**src/rtl/quidditch_pkg.sv**
```systemverilog
// Shared game definitions: FSM state codes, winner codes, BCD score width
// and BCD helper functions. Also used by the score display logic.
package quidditch_pkg;

    localparam int SCORE_W = 8;

    typedef enum logic [1:0] {
        ST_IDLE  = 2'd0,
        ST_PLAY  = 2'd1,
        ST_PAUSE = 2'd2,
        ST_OVER  = 2'd3
    } state_t;

    localparam logic [1:0] WIN_NONE = 2'b00;
    localparam logic [1:0] WIN_T1   = 2'b01;
    localparam logic [1:0] WIN_T2   = 2'b10;
    localparam logic [1:0] WIN_TIE  = 2'b11;

    // Two-digit BCD increment; 99 holds at 99.
    function automatic logic [SCORE_W-1:0] bcd_inc(input logic [SCORE_W-1:0] v);
        logic [SCORE_W-1:0] r;
        if (v == 8'h99)
            r = v;
        else if (v[3:0] == 4'd9)
            r = {v[7:4] + 4'd1, 4'd0};
        else
            r = {v[7:4], v[3:0] + 4'd1};
        return r;
    endfunction

    // Binary 0..99 to two-digit BCD, used for elaboration-time constants.
    function automatic logic [SCORE_W-1:0] to_bcd(input int unsigned v);
        return {4'(v / 10), 4'(v % 10)};
    endfunction

    // Both scores are BCD, so a plain unsigned compare orders them correctly.
    function automatic logic [1:0] winner_of(input logic [SCORE_W-1:0] a,
                                             input logic [SCORE_W-1:0] b);
        logic [1:0] w;
        if (a > b)
            w = WIN_T1;
        else if (b > a)
            w = WIN_T2;
        else
            w = WIN_TIE;
        return w;
    endfunction

endpackage

```
**src/rtl/score_keeper_bcd_counter2.sv**
```systemverilog
// Two-digit BCD counter with synchronous clear (priority over increment)
// and saturation at 99.
module bcd_counter2
    import quidditch_pkg::*;
(
    input  logic               clk,
    input  logic               rst,
    input  logic               i_clr,
    input  logic               i_inc,
    output logic [SCORE_W-1:0] o_count
);

    logic [SCORE_W-1:0] r_count;

    // Count register: clear wins over increment.
    always_ff @(posedge clk or posedge rst) begin
        if (rst)
            r_count <= '0;
        else if (i_clr)
            r_count <= '0;
        else if (i_inc)
            r_count <= bcd_inc(r_count);
    end

    assign o_count = r_count;

endmodule

```
**src/rtl/score_keeper.sv**
```systemverilog
// Turns ball-controller goal levels into BCD team scores, sequences rounds
// (post-goal pause, restart pulse) and declares the match winner.
module score_keeper
    import quidditch_pkg::*;
#(
    parameter int unsigned WIN_SCORE    = 7,
    parameter int unsigned PAUSE_CYCLES = 50000000
) (
    input  logic               clk,
    input  logic               rst,
    input  logic               start_button,
    input  logic               score_to_team1,
    input  logic               score_to_team2,
    output logic [SCORE_W-1:0] team1_score,
    output logic [SCORE_W-1:0] team2_score,
    output logic               round_reset,
    output logic               game_over,
    output logic [1:0]         winner,
    output logic [1:0]         state_out
);

    localparam logic [SCORE_W-1:0] WIN_BCD    = to_bcd(WIN_SCORE);
    localparam logic [31:0]        PAUSE_LAST = 32'(PAUSE_CYCLES - 1);

    logic         r_start_meta;
    logic         r_start_sync;
    logic         r_start_prev;
    logic         r_goal1_prev;
    logic         r_goal2_prev;
    state_t       r_state;
    logic         r_round_reset;
    logic         r_game_over;
    logic [1:0]   r_winner;
    logic [31:0]  r_pause_cnt;

    logic               w_start_rise;
    logic               w_goal1_rise;
    logic               w_goal2_rise;
    logic               w_inc1;
    logic               w_inc2;
    logic               w_clr;
    logic [SCORE_W-1:0] w_t1_next;
    logic [SCORE_W-1:0] w_t2_next;
    logic               w_win;

    // Start button synchronizer plus edge-detect history; goal level history.
    // Goal history updates in every state so a level held through PAUSE/OVER
    // cannot produce a second edge.
    always_ff @(posedge clk or posedge rst) begin
        if (rst) begin
            r_start_meta <= 1'b0;
            r_start_sync <= 1'b0;
            r_start_prev <= 1'b0;
            r_goal1_prev <= 1'b0;
            r_goal2_prev <= 1'b0;
        end else begin
            r_start_meta <= start_button;
            r_start_sync <= r_start_meta;
            r_start_prev <= r_start_sync;
            r_goal1_prev <= score_to_team1;
            r_goal2_prev <= score_to_team2;
        end
    end

    assign w_start_rise = r_start_sync & ~r_start_prev;
    assign w_goal1_rise = score_to_team1 & ~r_goal1_prev;
    assign w_goal2_rise = score_to_team2 & ~r_goal2_prev;

    // Counter controls and look-ahead of the post-increment scores for the win test.
    always_comb begin
        w_inc1    = (r_state == ST_PLAY) && w_goal1_rise;
        w_inc2    = (r_state == ST_PLAY) && w_goal2_rise;
        w_clr     = (r_state == ST_IDLE) || ((r_state == ST_OVER) && w_start_rise);
        w_t1_next = w_inc1 ? bcd_inc(team1_score) : team1_score;
        w_t2_next = w_inc2 ? bcd_inc(team2_score) : team2_score;
        w_win     = (w_t1_next >= WIN_BCD) || (w_t2_next >= WIN_BCD);
    end

    bcd_counter2 u_team1 (
        .clk     (clk),
        .rst     (rst),
        .i_clr   (w_clr),
        .i_inc   (w_inc1),
        .o_count (team1_score)
    );

    bcd_counter2 u_team2 (
        .clk     (clk),
        .rst     (rst),
        .i_clr   (w_clr),
        .i_inc   (w_inc2),
        .o_count (team2_score)
    );

    // Round sequencing FSM with registered round_reset, game_over and winner.
    always_ff @(posedge clk or posedge rst) begin
        if (rst) begin
            r_state       <= ST_IDLE;
            r_round_reset <= 1'b0;
            r_game_over   <= 1'b0;
            r_winner      <= WIN_NONE;
            r_pause_cnt   <= '0;
        end else begin
            r_round_reset <= 1'b0;
            case (r_state)
                ST_IDLE: begin
                    if (w_start_rise) begin
                        r_state       <= ST_PLAY;
                        r_round_reset <= 1'b1;
                    end
                end
                ST_PLAY: begin
                    if (w_inc1 || w_inc2) begin
                        if (w_win) begin
                            r_state     <= ST_OVER;
                            r_game_over <= 1'b1;
                            r_winner    <= winner_of(w_t1_next, w_t2_next);
                        end else begin
                            r_state     <= ST_PAUSE;
                            r_pause_cnt <= '0;
                        end
                    end
                end
                ST_PAUSE: begin
                    if (r_pause_cnt == PAUSE_LAST) begin
                        r_state       <= ST_PLAY;
                        r_round_reset <= 1'b1;
                        r_pause_cnt   <= '0;
                    end else begin
                        r_pause_cnt <= r_pause_cnt + 32'd1;
                    end
                end
                ST_OVER: begin
                    if (w_start_rise) begin
                        r_state       <= ST_PLAY;
                        r_round_reset <= 1'b1;
                        r_game_over   <= 1'b0;
                        r_winner      <= WIN_NONE;
                    end
                end
                default: r_state <= ST_IDLE;
            endcase
        end
    end

    assign round_reset = r_round_reset;
    assign game_over   = r_game_over;
    assign winner      = r_winner;
    assign state_out   = r_state;

endmodule

```
**config.mk**
```make
export PLATFORM = sky130hd
export DESIGN_NAME = score_keeper
export DESIGN_NICKNAME = d
export VERILOG_FILES = /design/src/rtl/quidditch_pkg.sv /design/src/rtl/score_keeper_bcd_counter2.sv /design/src/rtl/score_keeper.sv
export SDC_FILE = /design/constraint.sdc
export NUM_CORES = 1
export LEC_CHECK = 0
export BUFFER_PORTS_ARGS = -buffer_cell sky130_fd_sc_hd__buf_4
export CAP_MARGIN = 20
export CORE_MARGIN = 2
export CORE_UTILIZATION = 48
export DETAILED_ROUTE_END_ITERATION = 10
export GPL_TIMING_DRIVEN = 0
export PLACE_DENSITY = 0.65
export SLEW_MARGIN = 10
export SYNTH_ARGS = -nofsm -noshare
export SYNTH_HDL_FRONTEND = slang
export SYNTH_SLANG_ARGS = --single-unit
```
**constraint.sdc**
```tcl
create_clock -name clk -period 3.2 [get_ports clk]
set_clock_uncertainty 0.15 [all_clocks]
set_input_delay 0.32 -clock clk [delete_from_list [all_inputs] [get_ports clk]]
set_output_delay 0.32 -clock clk [all_outputs]
set_load 0.02 [all_outputs]
```
==> results of run 1 <==
[cells by family (layout without fill, tap and decap cells)]
kind of cell               Yosys count  in the layout
AOI/OAI and AO/OA                  114            114
xor gates and xnor gates             5              5
adders and majority gates           22             22
buffers and inverters               43             90
DFF                                 59             59
muxes                                6              6
and+or+nand+nor                    183            183
[per-layer routing]
metal	vias up	part of all wire
met3	22	0.041
met4	0	0.022
met1	1620	0.47
met2	73	0.47
met5	-	0
li1	1669	-
[power by group through the flow]
stage	clock network (W)	logic, W	registers, W
finish	0.000592	0.0000260	0.000750
global route	0.000636	0.0000306	0.000750
CTS	0.000603	0.0000276	0.000750
detailed placement	0	0.0000235	0.000764
global placement	0	0.0000233	0.000764
floorplan	0	0.0000130	0.000764
[worst max path at each step]
| stage | start | endpoint | cells after the start |
|---|---|---|---|
| after global routing | state_out[1] | winner[0] | 13 |
| after global placement | state_out[1] | winner[0] | 12 |
| after detailed placement | state_out[1] | winner[0] | 12 |
| after CTS | state_out[1] | winner[0] | 12 |
| final | state_out[1] | r_pause_cnt[30] | 13 |
| after floorplan | state_out[1] | winner[0] | 14 |
[worst max-delay path, stage by stage, from the launching register on]
cell	delay (ns)
dfrtp_1	0.42
inv_2	0.10
ha_1	0.14
clkbuf_4	0.18
and3b_1	0.19
buf_6	0.12
mux2i_1	0.19
o22ai_1	0.13
a221oi_4	0.35
and4_1	0.23
buf_4	0.17
buf_6	0.17
o21ai_1	0.08
a22o_1	0.25
[registers in the layout (all words and copies together) (netlist names), 2 cells and up]
register and cells:
winner 2, r_pause_cnt 32, u_team2.o_count 8, u_team1.o_count 8
state_out 2
[layout make-up]
cell class                 count  area [µm²]  share of cell area
clock inverter                 3        15.0             0.00343
inverter                      25        96.3              0.0220
tap                          102         128              0.0292
sequential                    59        1480               0.338
buffer                        18         121              0.0278
timing repair buffer          32         250              0.0572
clock buffer                  12         145              0.0332
multi-input combinational    330        2140               0.490
[metrics by stage]
step | instance area, µm² | hold WS [ns] | utilization | cells
after floorplan | 3780 | 0.181 | - | 432
after global placement | 4110 | 0.183 | 0.534 | 560
after detailed placement | 4110 | 0.185 | 0.535 | 560
after CTS | 4310 | 0.200 | 0.561 | 579
after global routing | 4370 | 0.212 | 0.569 | 581
final | 4370 | 0.198 | 0.569 | 581
[cell usage in the layout (no fill, tap or decap), types with 6 or more instances in the layout]
cell,n
nand4_1,12
a22o_1,21
clkbuf_8,10
nand3_1,22
o21ai_1,17
ha_1,22
a21oi_1,10
nand2_1,45
o21ai_0,16
nor2_1,49
inv_1,23
nand3b_1,6
dfrtp_1,59
nor2b_1,8
and4_1,6
buf_4,32
clkbuf_1,7
o22ai_1,9
nor3_1,8
[what timing repair did]
| item | CTS | global route |
|---|---|---|
| endpoints found under the hold margin | 26 | 0 |
| setup buffers | 0 | 2 |
| resized for setup | 0 | 11 |
| hold buffers | 4 | 0 |
| endpoints found under the setup margin | 0 | 30 |
==> flow_summary.json, run 1 <==
{
  "gr-usage-met2": 0.374,
  "synth_ff_type": "dfrtp_1",
  "class_of_the_tightest_hold_or_removal_check": "flop to flop",
  "report.final.slew_viol_count": 0,
  "fillers": 728,
  "worst-path-max-fanout": 10,
  "fp.coreArea_um2": 7690,
  "post_synth_inst_count": 432,
  "groute.layer.met3.usage": 0.0382,
  "worst-r2r-setup-slack_ns": 0.21,
  "hold-path-endpoint": "r_start_sync",
  "post_synthesis_compound_gate_area_fraction": 0.210,
  "cts-root-buf": "clkbuf_8",
  "asyncSetResetFlopFracSynth": 1.00,
  "worst_hold_startpoint": "r_start_meta",
  "internal-power_w": 0.00105,
  "grt_most_used_layer": "met2",
  "vdd_drop_max_uv": 172,
  "core.rowCount": 32,
  "synth.area.mux_share": 0.0169,
  "worst_ep_arrival_time_ns": 3.07,
  "yosysUniqueCellTypes": 57,
  "top_level_ports": 27,
  "share_seq_of_total_power": 0.548,
  "drc_errors": 0,
  "detail_route.iter0.violations": 267,
  "reg2reg_depth": 13,
  "die_height_um": 92.8,
  "synthXorXnorAreaFrac": 0.0116,
  "global_route.overflow_total": 0,
  "sw_frac_of_total": 0.232,
  "route.antenna.remaining_nets": 0,
  "ys_top_cells_by_count": "59 x dfrtp_1, 50 x nor2_1, 45 x nand2_1, 25 x inv_1",
  "design.final.nets": 502,
  "areal_power_density_over_the_cells_nw_per_um2": 313,
  "port_buffers": 26,
  "final_hold_viol_count": 0,
  "initial_utilization": 0.492,
  "yosysMostFrequentCell": "dfrtp_1",
  "grt_setup_unrepaired": "true",
  "clock_tree.buffer_depth": 2,
  "wirelength_um": 9190,
  "antenna_violations_before_repair": 0,
  "synth.top_cells.by_area": "dfrtp_1 39%, ha_1 7.3%, nor2_1 5.0%, a22o_1 4.9%, nand2_1 4.5%",
  "place_hpwl_um": 6420,
  "detail_route.vias_per_cell": 5.82,
  "timing.critical_path.from_type": "flop",
  "critical_path.endpoint_type": "flop",
  "leakage_nw": 2.08,
  "synth_area_um2": 3780,
  "synthSimpleGateAreaFrac": 0.243,
  "worstMarginPinSlew_ns": 0.730,
  "drt-wirelength-per-cell_um": 15.8,
  "yosysWarnings": 0,
  "max_cap_violations": 0,
  "synth_edf_count": 0,
  "outcome": "complete, no violations",
  "clock.fmax_mhz": 334,
  "globalRouteMet1Util": 0.303,
  "tritoncts": "yes",
  "grt_pass1_wl_um": 15700,
  "final_layout_size_suffix_gt1_frac": 0.154,
  "groute.usage.overall": 0.231,
  "seq_area_frac_synth": 0.390,
  "clk_latency_ns": 0.35,
  "period_needed_ns": 2.99,
  "synthAdderAreaFrac": 0.0727,
  "antenna-diode-count": 0,
  "grt_max_degree": 60,
  "combinationalPowerShare": 0.019,
  "syn_avg_cell_area_um2": 8.76,
  "finalWeightedCongestion": 0.934,
  "place_worst_setup_slack_ns": 0.0693,
  "crit-reg2reg-launch": "state_out[1]",
  "totalPowerFinal_w": 0.00137,
  "area_of_the_die_um2": 8610,
  "yosys_register_bits": 59,
  "power.net_switching_w": 0.000317,
  "critical_path_rt_ns": 3.28,
  "worstHoldPathCells": 0,
  "setup_slack_ns": 0.208,
  "timing.max_slew.rel_slack": 0.513,
  "pwr-share-clk": 0.433,
  "setup_violations": 0,
  "syn_nets": 459,
  "detailedRoute.firstPassIterationCount": 5,
  "synthDominantAreaCellType": "dfrtp_1",
  "finalSetupTns_ns": 0,
  "finalCritPeriodShare": 0.935,
  "synthToLayoutAreaGrowth_pct": 15.5,
  "grt_pass1_vias": 3236,
  "die_width_um": 92.8,
  "path_clk_slew_ns": 0.07,
  "cts_inserted_buffers": 9,
  "largest_family_of_logic_cells_by_synthesized_area": "simple AND/OR/NAND/NOR gates",
  "synth_top_area_share": 0.390,
  "htreeDepth": 3,
  "start_to_end_type_of_the_worst_setup_path": "flop to flop",
  "r2r_end": "r_pause_cnt[30]",
  "clkSinkCount": 59,
  "vias": 3384
}
Note: power is estimated with default switching activity, not from simulation.
==> run 2: changes to the inputs <==
--- a/config.mk
+++ b/config.mk
@@ -7,11 +7,13 @@
 export LEC_CHECK = 0
 export BUFFER_PORTS_ARGS = -buffer_cell sky130_fd_sc_hd__buf_4
 export CAP_MARGIN = 20
+export CORE_ASPECT_RATIO = 0.9
 export CORE_MARGIN = 2
 export CORE_UTILIZATION = 48
 export DETAILED_ROUTE_END_ITERATION = 10
 export GPL_TIMING_DRIVEN = 0
 export PLACE_DENSITY = 0.65
+export RECOVER_POWER = 50
 export SLEW_MARGIN = 10
 export SYNTH_ARGS = -nofsm -noshare
 export SYNTH_HDL_FRONTEND = slang
==> constraint.sdc (replaced) <==
create_clock -name clk -period 3.2 [get_ports clk]
set_clock_uncertainty 0.15 [all_clocks]
set_input_delay 0.8 -clock clk [delete_from_list [all_inputs] [get_ports clk]]
set_output_delay 0.8 -clock clk [all_outputs]
set_load 0.02 [all_outputs]
==> flow_summary.json, run 2 (same netlist as run 1, synthesis figures left out) <==
{
  "outcome": "complete, no violations",
  "layout_commonest_cell": "dfrtp_1",
  "share_seq_of_total_power": 0.544,
  "setup_slack_ns": 0.186,
  "initial_utilization": 0.499,
  "finish.cell_count_without_fillers": 575,
  "antenna-diode-count": 0,
  "clkSinkCount": 59,
  "critical_path.endpoint_type": "flop",
  "clock.fmax_mhz": 332,
  "worst_ep_arrival_time_ns": 3.10,
  "place_inst": 554,
  "detailedRoute.firstPassIterationCount": 5,
  "timing.max_slew.rel_slack": 0.138,
  "placed_cell_area_um2": 4100,
  "cts_inserted_buffers": 9,
  "final_hold_viol_count": 0,
  "internal-power_w": 0.00103,
  "final_layout_size_suffix_gt1_frac": 0.163,
  "groute.usage.overall": 0.225,
  "vias": 3427,
  "worstMarginPinSlew_ns": 1.29,
  "grt_pass1_wl_um": 15500,
  "die_width_um": 97.6,
  "setup_violations": 0,
  "areal_power_density_over_the_cells_nw_per_um2": 315,
  "path_clk_slew_ns": 0.08,
  "power.net_switching_w": 0.000351,
  "grt_max_degree": 60,
  "sequential_cell_area_um2": 1480,
  "period_needed_ns": 3.01,
  "post_cts_hold_buffer_count": 0,
  "holdWs_ns": 0.202,
  "wirelength_um": 9560,
  "most-common-layout-cells": "58 x dfrtp_1, 49 x nor2_1, 45 x nand2_1, 26 x buf_4, 23 x inv_1",
  "port_buffers": 26,
  "detail_route.iter0.violations": 242,
  "pwr-share-clk": 0.441,
  "critical_path_rt_ns": 3.29,
  "class_of_the_tightest_hold_or_removal_check": "flop to flop",
  "finalCritPeriodShare": 0.942,
  "leakage_nw": 2.04,
  "detail_route.vias_per_cell": 5.96,
  "largest_register_ffs": 32,
  "area_of_the_die_um2": 8610,
  "grt_pass1_vias": 3046,
  "finalWeightedCongestion": 0.946,
  "clk_latency_ns": 0.35,
  "max_cap_violations": 0,
  "fillers": 693,
  "timing.critical_path.from_type": "flop",
  "synthToLayoutAreaGrowth_pct": 15.5,
  "antenna_violations_before_repair": 0,
  "sw_frac_of_total": 0.255,
  "report.final.slew_viol_count": 0,
  "global_route.overflow_total": 0,
  "place_hpwl_um": 6730,
  "place_worst_setup_slack_ns": -0.0441,
  "finish.instance_area_um2": 4370,
  "vdd_drop_max_uv": 188,
  "design.final.nets": 501,
  "htreeDepth": 3,
  "fp.coreArea_um2": 7580,
  "multi_input_gate_area_um2": 2180,
  "cts-root-buf": "clkbuf_8",
  "drc_errors": 0,
  "route.antenna.remaining_nets": 0,
  "finalSetupTns_ns": 0,
  "worst-path-max-fanout": 8,
  "top_level_ports": 27,
  "combinationalPowerShare": 0.015,
  "drt-wirelength-per-cell_um": 16.6,
  "core.rowCount": 30,
  "die_height_um": 88.2,
  "start_to_end_type_of_the_worst_setup_path": "flop to flop",
  "clock_tree.buffer_depth": 2,
  "top_register": "r_pause_cnt",
  "tritoncts": "yes"
}
==> run 2: cell count changes in the layout (fill, tap and decap cells not counted), moves of 2 or more <==
cell,change
dlygate4sd3_1,-4
clkbuf_1,+5
buf_4,-6
clkinvlp_4,+4
clkbuf_4,+2
==> run 2: path summary, 6_finish.rpt <==
check / startpoint / to / slack, ns / cells after the start
worst max-delay path: state_out[1] / winner[0] / 0.19 / 14
worst min-delay path: r_start_meta / r_start_sync / 0.20 / 0
worst max register to register: state_out[1] / winner[0] / 0.19 / 14
worst min register to register: r_start_meta / r_start_sync / 0.20 / 0
max in group asynchronous: rst / state_out[0] / 1.36 / 2
min in group asynchronous: rst / r_pause_cnt[11] / 0.66 / 2
==> run 2: cell type report <==
cell class,instances,share of cell area
plain buffers,18,0.0278
clock buffers,9,0.0283
clock inverters,7,0.0103
inverters,25,0.0215
multi-input cells,330,0.499
flip-flops and latches,59,0.338
well taps,96,0.0275
repair buffers,31,0.0472
==> run 2: critical path, cell delays in order (launching register included) <==
cell and delay (ns):
dfrtp_1 0.42, inv_2 0.10, ha_1 0.14, clkbuf_4 0.19, and3b_1 0.19, buf_6 0.13, a21oi_1 0.06, o21bai_1 0.20
ha_1 0.32, nand3_1 0.11, o22ai_1 0.15, o2111ai_1 0.13, a41oi_2 0.23, o22ai_1 0.11, mux2_2 0.26
==> run 2: power groups by stage <==
stage	clock network, W	logic (W)	registers, W
6_report	0.000608	0.0000210	0.000749
5_1_grt	0.000641	0.0000251	0.000750
4_1_cts	0.000618	0.0000240	0.000749
3_5_place_dp	0	0.0000241	0.000764
3_3_place_gp	0	0.0000232	0.000764
2_1_floorplan	0	0.0000130	0.000764
==> run 2: routing by layer <==
layer  vias to the layer above  GRT usage  wire (µm)
met5                         -          0          0
met4                         0     0.0606        100
met3                        11     0.0371        400
met2                        87      0.343       4150
met1                      1661      0.337       4900
li1                       1668          -          -
==> run 2: through the flow <==
step / utilization / total power [W]
floorplan: - / 0.000777
global placement: 0.541 / 0.000787
detailed placement: 0.541 / 0.000788
CTS: 0.565 / 0.00139
global route: 0.577 / 0.00142
finish: 0.577 / 0.00138
==> run 2: timing repair <==
action | CTS | global route
endpoints found under the setup margin | 21 | 33
setup buffers | 0 | 5
gates resized for setup | 2 | 17
cloned | 0 | 0
pin swaps | 0 | 7
==> run 3: changes to the inputs <==
--- a/config.mk
+++ b/config.mk
@@ -9,10 +9,10 @@
 export CAP_MARGIN = 20
 export CORE_ASPECT_RATIO = 0.9
 export CORE_MARGIN = 2
-export CORE_UTILIZATION = 48
+export CORE_UTILIZATION = 56
 export DETAILED_ROUTE_END_ITERATION = 10
 export GPL_TIMING_DRIVEN = 0
-export PLACE_DENSITY = 0.65
+export PLACE_DENSITY = 0.74
 export RECOVER_POWER = 50
 export SLEW_MARGIN = 10
 export SYNTH_ARGS = -nofsm -noshare
==> flow_summary.json, run 3 (same netlist as run 1, synthesis figures left out) <==
{
  "grt_pass1_wl_um": 15800,
  "antenna-diode-count": 0,
  "period_needed_ns": 3.06,
  "internal-power_w": 0.00107,
  "post_cts_hold_buffer_count": 0,
  "final_hold_viol_count": 0,
  "outcome": "complete, no violations",
  "vdd_drop_max_uv": 252,
  "detailedRoute.firstPassIterationCount": 5,
  "htreeDepth": 3,
  "detail_route.vias_per_cell": 6.17,
  "drc_errors": 0,
  "grt_pass1_vias": 3266,
  "wirelength_um": 9600,
  "drt-wirelength-per-cell_um": 16.8,
  "timing.max_slew.rel_slack": 0.140,
  "crit_path_max_incr_delay_ns": 0.41,
  "place_hpwl_um": 6540,
  "grt_max_degree": 60,
  "worst-path-max-fanout": 8,
  "finalWeightedCongestion": 0.898,
  "finalCritPeriodShare": 0.956,
  "totalPowerFinal_w": 0.00140,
  "reg2reg_depth": 14,
  "core.rowCount": 28,
  "die_height_um": 82.0,
  "leakage_nw": 2.08,
  "synthToLayoutAreaGrowth_pct": 15.5,
  "die_width_um": 90.7,
  "share_seq_of_total_power": 0.536,
  "max_cap_violations": 0,
  "worst_ep_arrival_time_ns": 3.14,
  "finish.cell_count_without_fillers": 572,
  "slowest_stage": "dfrtp_1",
  "area_of_the_die_um2": 7430,
  "start_to_end_type_of_the_worst_setup_path": "flop to flop",
  "top_level_ports": 27,
  "areal_power_density_over_the_cells_nw_per_um2": 320,
  "place_inst": 548,
  "critical_path.endpoint_type": "flop",
  "cts-root-buf": "clkbuf_8",
  "port_buffers": 26,
  "report.final.slew_viol_count": 0,
  "global_route.overflow_total": 0,
  "fp.coreArea_um2": 6550,
  "clock.fmax_mhz": 327,
  "power.net_switching_w": 0.000329,
  "final_layout_size_suffix_gt1_frac": 0.170,
  "critical_path_rt_ns": 3.28,
  "combinationalPowerShare": 0.015,
  "worstMarginPinSlew_ns": 1.29,
  "clk_latency_ns": 0.34,
  "path_clk_slew_ns": 0.07,
  "vias": 3530,
  "timing.critical_path.cells": "inv_2 -> ha_1 -> buf_4 -> and3b_1 -> buf_6 -> a21oi_1 -> o21bai_1 -> ha_1 -> nand3_1 -> o22ai_1 -> o2111ai_1 -> a41oi_2 -> o22ai_1 -> mux2_2",
  "sw_frac_of_total": 0.235,
  "worstHoldPathCells": 0,
  "clkSinkCount": 59,
  "fillers": 535,
  "layout_commonest_cell": "dfrtp_1",
  "timing.critical_path.from_type": "flop",
  "groute.usage.overall": 0.269,
  "clock_tree.buffer_depth": 2,
  "route.antenna.remaining_nets": 0,
  "setup_violations": 0,
  "antenna_violations_before_repair": 0,
  "largest_register_ffs": 32,
  "cts_inserted_buffers": 9,
  "class_of_the_tightest_hold_or_removal_check": "flop to flop",
  "top_register": "r_pause_cnt",
  "detail_route.iter0.violations": 234,
  "design.final.nets": 504,
  "most-common-layout-cells": "57 x dfrtp_1, 49 x nor2_1, 45 x nand2_1, 31 x buf_4, 23 x inv_1",
  "initial_utilization": 0.578,
  "tritoncts": "yes",
  "pwr-share-clk": 0.449
}
## run 3: timing repair
action / CTS / global route
pin swaps: 0 / 6
endpoints found under the hold margin: 0 / 0
endpoints found under the setup margin: 22 / 34
cloned: 0 / 0
gates resized for setup: 3 / 15
setup buffers: 0 / 8
## run 3: worst paths after layout
check                      slack, ns    startpoint            endpoint
setup / recovery                0.14  state_out[1]           winner[0]
hold / removal                  0.21  r_start_meta        r_start_sync
setup reg to reg                0.14  state_out[1]           winner[0]
hold reg to reg                 0.21  r_start_meta        r_start_sync
max in group asynchronous       1.35           rst  u_team2.o_count[0]
min in group asynchronous       0.68           rst     r_pause_cnt[31]
## run 3: cell type report
| type | count | area, µm² | share of cell area |
|---|---|---|---|
| buffer | 18 | 121 | 0.0278 |
| clock buffer | 11 | 151 | 0.0346 |
| clock inverter | 5 | 27.5 | 0.00630 |
| inverter | 25 | 93.8 | 0.0215 |
| multi-input combinational | 330 | 2150 | 0.493 |
| sequential | 59 | 1480 | 0.338 |
| tap | 90 | 113 | 0.0258 |
| timing repair buffer | 34 | 233 | 0.0532 |
## run 3: routing by layer
layer,GRT usage,part of all wire
met1,0.365,0.47
met2,0.433,0.46
met3,0.0560,0.053
met4,0.0954,0.019
met5,0,0
## run 3: worst max-delay path, delay by kind of cell, from the launching register on
family	cells	cell delay [ns]
AO/OA/AOI/OAI	6	0.96
adder cells (fa/ha/maj)	2	0.46
buffers and inverters	3	0.38
flip-flops	1	0.41
multiplexers	1	0.27
AND/OR/NAND/NOR	2	0.31
## run 3: stage by stage
step | setup TNS [ns] | cell area (µm²) | util | hold WS [ns] | worst slack [ns]
floorplan | 0 | 3780 | - | 0.181 | 0.389
global placement | -2.72 | 4090 | 0.625 | 0.190 | -0.0500
detailed placement | -0.904 | 4100 | 0.625 | 0.194 | -0.133
CTS | 0 | 4290 | 0.655 | 0.208 | 0.00224
global route | -0.00372 | 4370 | 0.667 | 0.216 | -0.00372
finish | 0 | 4370 | 0.667 | 0.211 | 0.141
## run 3: power groups by stage
stage	Combinational (W)	Sequential, W	Clock, W
2_1_floorplan	0.0000130	0.000764	0
3_3_place_gp	0.0000227	0.000764	0
3_5_place_dp	0.0000234	0.000764	0
4_1_cts	0.0000235	0.000750	0.000636
5_1_grt	0.0000248	0.000750	0.000660
6_report	0.0000213	0.000750	0.000628
